**src/rtl/wb_trace_fifo.sv**
```systemverilog
// Trace FIFO for CPU register-file and data-memory writes, first-word-fall-through.
// A GRF write wins over a same-cycle DM write; dropped events set a sticky overflow flag.
module wb_trace_fifo #(
  parameter int DEPTH = 8,
  parameter int AW    = 3
) (
  input  logic          clk,
  input  logic          reset,
  input  logic          grf_we,
  input  logic [4:0]    grf_addr,
  input  logic [31:0]   grf_wd,
  input  logic          dm_we,
  input  logic [31:0]   dm_addr,
  input  logic [31:0]   dm_wd,
  input  logic [31:0]   pc,
  input  logic          clr,
  input  logic          out_ready,
  output logic          out_valid,
  output logic          out_type,
  output logic [31:0]   out_pc,
  output logic [31:0]   out_addr,
  output logic [31:0]   out_data,
  output logic [AW:0]   count,
  output logic          overflow
);

  localparam logic [AW:0] LP_FULL = (AW+1)'(DEPTH);

  logic          r_type_mem [DEPTH];
  logic [31:0]   r_pc_mem   [DEPTH];
  logic [31:0]   r_addr_mem [DEPTH];
  logic [31:0]   r_data_mem [DEPTH];
  logic [AW-1:0] r_wptr, r_rptr;
  logic [AW:0]   r_count;
  logic          r_overflow;

  logic        w_grf_ev, w_dm_ev, w_push_req, w_full, w_pop, w_push, w_drop;
  logic        w_in_type;
  logic [31:0] w_in_addr, w_in_data;

  assign w_grf_ev   = grf_we && (grf_addr != 5'd0);
  assign w_dm_ev    = dm_we;
  assign w_push_req = w_grf_ev || w_dm_ev;
  assign w_full     = (r_count == LP_FULL);
  assign w_pop      = (r_count != '0) && out_ready;
  // A full FIFO still accepts a push when the head leaves in the same cycle.
  assign w_push     = w_push_req && (!w_full || w_pop);
  assign w_drop     = (w_grf_ev && w_dm_ev) || (w_push_req && !w_push);

  assign w_in_type  = !w_grf_ev;
  assign w_in_addr  = w_grf_ev ? {27'd0, grf_addr} : dm_addr;
  assign w_in_data  = w_grf_ev ? grf_wd : dm_wd;

  always_ff @(posedge clk or negedge reset) begin
    if (!reset) begin
      r_wptr     <= '0;
      r_rptr     <= '0;
      r_count    <= '0;
      r_overflow <= 1'b0;
    end else if (clr) begin
      r_wptr     <= '0;
      r_rptr     <= '0;
      r_count    <= '0;
      r_overflow <= 1'b0;
    end else begin
      if (w_push) r_wptr <= r_wptr + 1'b1;
      if (w_pop)  r_rptr <= r_rptr + 1'b1;
      if (w_push && !w_pop)      r_count <= r_count + 1'b1;
      else if (!w_push && w_pop) r_count <= r_count - 1'b1;
      if (w_drop) r_overflow <= 1'b1;
    end
  end

  // Storage is not reset; the pointers alone define which entries are live.
  always_ff @(posedge clk) begin
    if (w_push && !clr && reset) begin
      r_type_mem[r_wptr] <= w_in_type;
      r_pc_mem[r_wptr]   <= pc;
      r_addr_mem[r_wptr] <= w_in_addr;
      r_data_mem[r_wptr] <= w_in_data;
    end
  end

  assign out_valid = (r_count != '0);
  assign out_type  = r_type_mem[r_rptr];
  assign out_pc    = r_pc_mem[r_rptr];
  assign out_addr  = r_addr_mem[r_rptr];
  assign out_data  = r_data_mem[r_rptr];
  assign count     = r_count;
  assign overflow  = r_overflow;

endmodule

```
**config.mk**
```make
export PLATFORM = sky130hd
export DESIGN_NAME = wb_trace_fifo
export DESIGN_NICKNAME = d
export VERILOG_FILES = /design/src/rtl/wb_trace_fifo.sv
export SDC_FILE = /design/constraint.sdc
export NUM_CORES = 1
export LEC_CHECK = 0
export CORE_ASPECT_RATIO = 1.75
export CORE_UTILIZATION = 30
export DETAILED_ROUTE_END_ITERATION = 10
export PLACE_DENSITY = 0.47
export SLEW_MARGIN = 25
export SYNTH_ARGS = -nofsm -noshare
export SYNTH_HDL_FRONTEND = slang
export SYNTH_SLANG_ARGS = --single-unit
```
**constraint.sdc**
```tcl
create_clock -name clk -period 13.5 [get_ports clk]
set_clock_uncertainty 0.05 [all_clocks]
set_input_delay 2.025 -clock clk [delete_from_list [all_inputs] [get_ports clk]]
set_output_delay 2.025 -clock clk [all_outputs]
set_load 0.01 [all_outputs]
```
## After elaboration in Yosys (flattened, before gate mapping)

Memory sizes are Yosys's and may differ from the RTL's.
Cells that the tools add are included.

| word-level totals | value |
|---|---|
| bits in registers | 11 |
| bits in writable memories | 776 |
| input port bits | 139 |
| output and inout bits | 103 |
| word-level logic and storage cells | 49 |
| memories | 4 |

| cells by class | value |
|---|---|
| $add $sub $neg | 4 |
| eq/ne operators | 1 |
| mux-type cells | 13 |
| reductions and logical operators | 23 |

Memory list:

| name | depth | width | read ports | clocked after memory_dff | wr ports | RTL line | RTL |
|---|---|---|---|---|---|---|---|
| r_addr_mem | 8 | 32 | 1 | 0 | 1 | 31 | `logic [31:0] r_addr_mem [DEPTH];` |
| r_data_mem | 8 | 32 | 1 | 0 | 1 | 32 | `logic [31:0] r_data_mem [DEPTH];` |
| r_pc_mem | 8 | 32 | 1 | 0 | 1 | 30 | `logic [31:0] r_pc_mem [DEPTH];` |
| r_type_mem | 8 | 1 | 1 | 0 | 1 | 29 | `logic r_type_mem [DEPTH];` |

Operators by type and width:

| kind | count |
|---|---|
| 2-to-1 mux 32 bit | 2 |
| 2-to-1 mux 3 bit | 4 |
| 2-to-1 mux 4 bit | 3 |
| logical AND 1 bit | 9 |
| adder 3 x 1 -> 3 bit (second input constant) | 2 |
| nonzero test 2 bit | 3 |
| zero test 1 bit | 5 |
| nonzero test 5 bit | 1 |
| adder 4 x 1 -> 4 bit (second input constant) | 1 |
| == test 4 bit (second input constant) | 1 |
| 2-to-1 mux 1 bit | 4 |
| nonzero test 4 bit | 1 |
| subtractor 4 x 1 -> 4 bit (second input constant) | 1 |
| logical OR 1 bit | 3 |
| nonzero test 3 bit | 1 |

## Longest topological paths before layout

Gate-level depths: netlist (run 1).

| logic depth | value |
|---|---|
| word-level depth | 9 |
| mapped depth | 8 |
| gate-level depth less buffers | 8 |

## Worst setup path before layout (run 1)

OpenSTA, ideal clock, no wires.

| timing | value |
|---|---|
| path type | in2reg |
| from | in grf_addr[3] |
| to | mem r_addr_mem[0][0] (enable) |
| setup time | 553 ps |
| arrival | 6907 ps |
| data required time | 12897 ps |
| slack | 5990 ps |
| cell stages on the path | 4 |
| buffers on the path | 0 |
| cell sequence | nor3_1 a21o_1 or4_1 nor2_1 |

| on the way | value |
|---|---|
| word-level cells in the longest chain between the ends | 8 |

Ends and longest elaborated chain:

| item | RTL line | RTL |
|---|---|---|
| from (decl) | 10 | `input logic [4:0] grf_addr,` |
| nonzero test 5 bit | 41 | `assign w_grf_ev = grf_we && (grf_addr != 5'd0);` |
| logical AND 1 bit | 41 |  |
| logical OR 1 bit | 43 | `assign w_push_req = w_grf_ev \|\| w_dm_ev;` |
| logical AND 1 bit | 47 | `assign w_push = w_push_req && (!w_full \|\| w_pop);` |
| logical AND 1 bit (2 in a row) | 76 | `if (w_push && !clr && reset) begin` |
| 2-to-1 mux 1 bit | 76 |  |
| 2-to-1 mux 1 bit (not written as such) | 79 | `r_addr_mem[r_wptr] <= w_in_addr;` |
| to (decl) | 31 |  |

No other way between the ends.

## Final worst setup path (run 1)

| timing | value |
|---|---|
| from | reg r_rptr[0] |
| to | out out_addr[26] |

| on the way | value |
|---|---|
| word-level cells in the longest chain between the ends | 1 |

Ends and longest elaborated chain:

| item | RTL line | RTL |
|---|---|---|
| from (decl) | 33 | `logic [AW-1:0] r_wptr, r_rptr;` |
| from (signal assigned) | 67 | `if (w_pop) r_rptr <= r_rptr + 1'b1;` |
| memory read (8 x 32 bit) | -- |  |
| to (decl) | 21 | `output logic [31:0] out_addr,` |

No other way between the ends.

==> impl_metrics.env, run 1 <==
export IMPL_synth_top_flop_cell="edfxtp_1"
export IMPL_synth_seq_area_share=0.771
export IMPL_synth_top_family_by_area="multiplexers"
export IMPL_netlist_top_cells_count="edfxtp_1 (776), mux4_2 (194), mux2_2 (125), and2_1 (28), nand2_1 (19)"
export IMPL_cts_tree="done"
export IMPL_fin_nets=1728
export IMPL_p_comb_frac=0.207
export IMPL_p_sw_mw=1.57
export IMPL_critical_path_max_stage_delay_ns=0.91
export IMPL_synth_cell_types=44
export IMPL_drv_cap=0
export IMPL_hold_viol=0
export IMPL_syn_area_um2=30600
export IMPL_synth_largest_area_cell="edfxtp_1"
export IMPL_crit_fanout=42
export IMPL_power_frac_seq=0.440
export IMPL_muxShareOfSynthArea=0.192
export IMPL_die_y_um=424
export IMPL_slowest_stage="dfrtp_4"
export IMPL_synth_adder_area_share=0.00262
export IMPL_synth_edff_count=776
export IMPL_layout_drive_gt1_share=0.290
export IMPL_hold_class="reg -> reg"
export IMPL_post_cts_buffers=0
export IMPL_synth_compound_area_frac=0.00364
export IMPL_synth_area_leaders="edfxtp_1 (76%), mux4_2 (14%), mux2_2 (4.6%), dfrtp_1 (0.90%), buf_6 (0.66%)"
export IMPL_power_mw=6.39
export IMPL_outcome="finished clean"
export IMPL_fmax_mhz=147
export IMPL_fp_row_count=154
export IMPL_crit_buf_inv=3
export IMPL_cp_data_arrival_time_ns=4.73
export IMPL_synth_most_common_cell="edfxtp_1"
export IMPL_gp_congestion=0.685
export IMPL_cts_buffers=77
export IMPL_grt_pass1_vias=15900
export IMPL_grt_max_degree=68
export IMPL_drt_total_wl_mm=72.4
export IMPL_crit_top_cell="buf_4"
export IMPL_p_int_mw=4.82
export IMPL_portBuffers=241
export IMPL_r2r_start="count[1]"
export IMPL_powerDensity_nw_per_um2=172
export IMPL_ys_async_sr_fraction=0.0140
export IMPL_rsz0062_at_grt="false"
export IMPL_clockPowerShare=0.353
export IMPL_syn_inst=1300
export IMPL_cp_required_ns=11.43
export IMPL_cp_startpoint="r_rptr[0]"
export IMPL_dr_pass1_iters=4
export IMPL_hp_start="overflow"
export IMPL_synth_simple_area_share=0.0153
export IMPL_hold_buffers=0
export IMPL_final_setup_viol_count=0
export IMPL_cts_resized=0
export IMPL_crit_family="buffers and inverters"
export IMPL_path_clk_slew_ns=0.06
export IMPL_die_x_um=243
export IMPL_yosysTopAreaCellShare=0.762
export IMPL_setup_ws_ns=6.70
export IMPL_vias_per_cell=4.76
export IMPL_worstMarginPinSlew_ns=0.992
export IMPL_overflow=0
export IMPL_antenna_left=0
export IMPL_area_growth_pct=21.7
export IMPL_pre_cts_ws_ns=7.13
export IMPL_pin_count=242
export IMPL_setup_worst_path_class="reg -> out"
export IMPL_fin_hold_ws_ns=0.467
export IMPL_grt_pass1_wl_mm=107
export IMPL_clk_latency_ns=0.63
export IMPL_yosysWarnings=0
export IMPL_post_route_drc_count=0
export IMPL_switching_share=0.246
export IMPL_synth_seq_cells=787
export IMPL_num_vias=14100
export IMPL_avgSynthCellArea_um2=23.5
export IMPL_cts_root_buffer="clkbuf_16"
export IMPL_dp_hpwl_mm=40.1
export IMPL_p_leak_nw=11.4
export IMPL_design_die_area_um2=103000
export IMPL_fin_crit_ns=6.80
export IMPL_drtIter0Drc=711
export IMPL_final_setup_tns_ns=0
export IMPL_clockBufferDepth=3
export IMPL_post_drt_wl_per_cell_um=24.4
export IMPL_synth_xor_area_frac=0.000860
export IMPL_initial_core_util=0.303
export IMPL_start_kind="register"
export IMPL_crit_chain="buf_4 > buf_4 > mux4_2 > mux2_2 > clkdlybuf4s50_1"
export IMPL_antenna_found_initial=5
export IMPL_slew_violations=0
export IMPL_core_area_um2=101000
export IMPL_finalCritPeriodShare=0.504
export IMPL_track_usage=0.142
export IMPL_slew_headroom=0.338
export IMPL_synth_nets=1444
export IMPL_clock_sinks=787
export IMPL_crit_path_end_kind="output port"
export IMPL_irDropWorstVdd_uv=92.9
export IMPL_cts_max_level=3
-- power by group through the flow --
stage | combinational (mW) | clock (mW) | sequential, mW
finish | 1.32 | 2.26 | 2.81
global route | 1.43 | 2.41 | 2.82
CTS | 1.36 | 2.32 | 2.83
detailed placement | 1.35 | 0 | 2.88
global placement | 1.34 | 0 | 2.88
floorplan | 0.881 | 0 | 2.83
-- state kept, by name, indices dropped and copies added (netlist names) --
register / count
r_addr_mem: 256
r_data_mem: 256
r_pc_mem: 256
r_type_mem: 8
count: 4
r_rptr: 3
r_wptr: 3
overflow: 1
-- cells in the final DEF (no fill, tap or decap), types with 2 or more instances in the layout --
| master | instances |
|---|---|
| edfxtp_1 | 776 |
| clkdlybuf4s50_1 | 241 |
| mux4_2 | 194 |
| mux2_2 | 125 |
| clkbuf_16 | 78 |
| and2_1 | 28 |
| buf_4 | 23 |
| nand2_1 | 19 |
| clkinv_2 | 14 |
| bufinv_16 | 14 |
| clkbuf_1 | 12 |
| clkinv_1 | 10 |
| nor2_1 | 9 |
| nor2_4 | 8 |
| dfrtp_1 | 8 |
| a21oi_1 | 7 |
| inv_1 | 7 |
| mux2_1 | 7 |
| nand3_1 | 6 |
| nor3_1 | 4 |
| ha_1 | 4 |
| inv_6 | 4 |
| o21ai_0 | 3 |
| buf_6 | 3 |
| dfrtp_4 | 3 |
| diode_2 | 2 |
| or4_1 | 2 |
| nand3b_1 | 2 |
| mux2i_1 | 2 |
| xor2_1 | 2 |
| clkinvlp_4 | 2 |
-- worst paths after layout --
path	end	slack, ns	depth (start not counted)
worst max-delay path	out_addr[26]	6.70	5
worst min-delay path	overflow	0.47	2
worst max register to register	r_addr_mem[4][14]	9.80	6
worst min register to register	overflow	0.47	2
max in group asynchronous	r_rptr[2]	11.10	1
min in group asynchronous	count[2]	1.77	1
-- worst min-delay path, stage by stage, from the launching register on --
cell     delay (ns)
dfrtp_1        0.38
inv_1          0.05
a21oi_1        0.05
-- through the flow --
step	area (um^2)	utilization	cells
3_3_place_gp	34500	0.342	2829
5_1_grt	37200	0.369	2968
2_1_floorplan	30600	-	1300
6_report	37200	0.369	2970
3_5_place_dp	34500	0.343	2830
4_1_cts	37200	0.369	2967
-- cells by family (layout without fill, tap and decap cells) --
family	Yosys count	count (layout)
compound gates	17	17
other cells	0	2
buf+inv	71	413
mux	328	328
simple gates	88	88
flops	787	787
fa+ha+maj	6	6
xor+xnor	3	3
-- layer usage --
metal,GRT usage,wire length [um]
met1,0.162,28000
met2,0.261,39400
met3,0.0298,3500
met4,0.0484,1470
met5,0,24
-- area by class of cell --
class	count	area [um^2]
Sequential cell	787	23600
Fill cell	9220	63600
Antenna cell	2	5.00
Multi-Input combinational cell	442	6630
Inverter	7	26.3
Tap cell	1326	1660
Clock inverter	47	623
Timing Repair Buffer	269	2670
Clock buffer	90	2000
No activity file was read; power rests on OpenSTA's default activity.
==> run 2: changes to the inputs <==
clock period = 6.26 ns   (was 13.5 ns; I/O delays follow)
==> run 2 against run 1 <==
Net effect: die area unchanged; worst setup slack got worse by 5.0 ns; largest cell class unchanged; register-to-register slack got worse by 6.6 ns; sequential share of layout area decreased by 0.051 points; critical path depth decreased by 1; flip-flop and latch count unchanged; cell area about the same; core utilization about the same; count of clock-buffer cells in the layout increased by 5.
==> impl_metrics.env, run 2 (synthesized netlist as in run 1, its figures left out) <==
export IMPL_final_setup_tns_ns=0
export IMPL_cp_data_arrival_time_ns=3.55
export IMPL_fin_crit_ns=4.53
export IMPL_crit_chain="buf_12 > mux4_2 > mux2_2 > clkdlybuf4s50_1"
export IMPL_die_y_um=424
export IMPL_crit_path_end_kind="output port"
export IMPL_fill_cells=9189
export IMPL_gp_congestion=0.688
export IMPL_portBuffers=241
export IMPL_register_area_um2=23600
export IMPL_final_cell_mix="edfxtp_1 (776), clkdlybuf4s50_1 (241), mux4_2 (194)"
export IMPL_post_drt_wl_per_cell_um=24.1
export IMPL_cp_required_ns=5.27
export IMPL_cts_max_level=3
export IMPL_die_x_um=243
export IMPL_clock_sinks=787
export IMPL_post_cts_buffers=0
export IMPL_vias_per_cell=4.69
export IMPL_grt_pass1_wl_mm=105
export IMPL_r2r_end="r_pc_mem[6][16]"
export IMPL_grt_pass1_vias=15800
export IMPL_power_mw=13.5
export IMPL_antenna_found_initial=5
export IMPL_hold_viol=0
export IMPL_critical_path_max_stage_delay_ns=0.98
export IMPL_path_clk_slew_ns=0.06
export IMPL_cts_buffers=76
export IMPL_slew_violations=0
export IMPL_num_vias=13900
export IMPL_hold_depth=2
export IMPL_slew_headroom=0.351
export IMPL_drtIter0Drc=826
export IMPL_pin_count=242
export IMPL_outcome="finished clean"
export IMPL_final_common_cell="edfxtp_1"
export IMPL_start_kind="register"
export IMPL_post_route_drc_count=0
export IMPL_fp_row_count=154
export IMPL_crit_fanout=46
export IMPL_final_setup_viol_count=0
export IMPL_hp_start="r_wptr[0]"
export IMPL_design_die_area_um2=103000
export IMPL_worstMarginPinSlew_ns=0.971
export IMPL_clockBufferDepth=3
export IMPL_rsz0062_at_grt="false"
export IMPL_p_leak_nw=11.4
export IMPL_r2r_cells=5
export IMPL_multiInputGateArea_um2=6630
export IMPL_crit_buf_inv=2
export IMPL_hold_buffers=0
export IMPL_slowest_stage="dfrtp_4"
export IMPL_crit_family="flip-flops"
export IMPL_irDropWorstVdd_uv=219
export IMPL_hold_class="reg -> reg"
export IMPL_drv_cap=0
export IMPL_cts_root_buffer="clkbuf_16"
export IMPL_fin_nets=1730
export IMPL_fmax_mhz=221
export IMPL_cts_tree="done"
export IMPL_area_growth_pct=21.8
export IMPL_antenna_left=0
export IMPL_overflow=0
export IMPL_core_area_um2=101000
export IMPL_dr_pass1_iters=5
export IMPL_finalCritPeriodShare=0.724
export IMPL_setup_worst_path_class="reg -> out"
export IMPL_reg_top3="r_addr_mem (256), r_data_mem (256), r_pc_mem (256)"
export IMPL_drt_total_wl_mm=71.6
export IMPL_layout_drive_gt1_share=0.288
export IMPL_track_usage=0.140
export IMPL_cts_resized=0
export IMPL_r2r_start="count[0]"
export IMPL_clk_latency_ns=0.64
export IMPL_powerDensity_nw_per_um2=362
export IMPL_grt_max_degree=74
export IMPL_hold_end="r_wptr[0]"
export IMPL_rrSetupSlack_ns=3.23
export IMPL_dp_hpwl_mm=40.6
export IMPL_initial_core_util=0.303
[run 2: cell types whose count changed in the layout (fill, tap and decap cells not counted), sizes merged]
cell / previous run / this run
diode: 2 / 3
buf: 28 / 31
clkbuf: 90 / 95
bufinv: 14 / 6
clkinvlp: 2 / 3
clkinv: 26 / 28
[run 2: metal layers]
| metal | GRT usage | up-vias | share of wire |
|---|---|---|---|
| li1 | - | 6054 | - |
| met1 | 0.167 | 7514 | 0.40 |
| met2 | 0.253 | 297 | 0.53 |
| met3 | 0.0294 | 73 | 0.047 |
| met4 | 0.0422 | 8 | 0.017 |
| met5 | 0 | - | 0.00088 |
[run 2: per-stage QoR]
stage	util	hold slack (ns)	std cells	area (um^2)	setup WS [ns]
2_1_floorplan	-	0.494	1300	30600	-0.164
3_3_place_gp	0.345	0.566	2833	34800	1.64
3_5_place_dp	0.345	0.561	2833	34800	1.53
4_1_cts	0.369	0.570	2970	37200	1.56
5_1_grt	0.369	0.579	2971	37200	1.49
6_report	0.369	0.570	2974	37200	1.73
[run 2: cell type report]
type / count / area share
Antenna cell: 3 / 0.000202
Clock buffer: 95 / 0.0542
Clock inverter: 42 / 0.0106
Inverter: 7 / 0.000706
Multi-Input combinational cell: 442 / 0.178
Sequential cell: 787 / 0.634
Tap cell: 1326 / 0.0446
Timing Repair Buffer: 272 / 0.0780
[run 2: worst max-delay path by stage]
stage / startpoint / endpoint / slack, ns / depth (start not counted)
floorplan: grf_addr[3] / r_addr_mem[6][0] / -0.16 / 4
global placement: grf_we / r_pc_mem[3][10] / 1.64 / 6
detailed placement: grf_we / r_pc_mem[3][9] / 1.53 / 6
CTS: r_rptr[0] / out_addr[22] / 1.56 / 4
global route: r_rptr[0] / out_pc[10] / 1.49 / 4
finish: r_rptr[0] / out_data[8] / 1.73 / 4
[run 2: power breakdown]
part / internal [mW] / leakage, nW / total [mW] / switching, mW
registers: 5.94 / 7.17 / 6.07 / 0.133
logic: 1.62 / 3.00 / 2.91 / 1.28
clock network: 2.55 / 1.18 / 4.50 / 1.95
[run 2: worst min-delay path, stage by stage, from the launching register on]
cell and delay, ns:
dfrtp_1 0.42, o21ai_0 0.10, a21oi_1 0.06
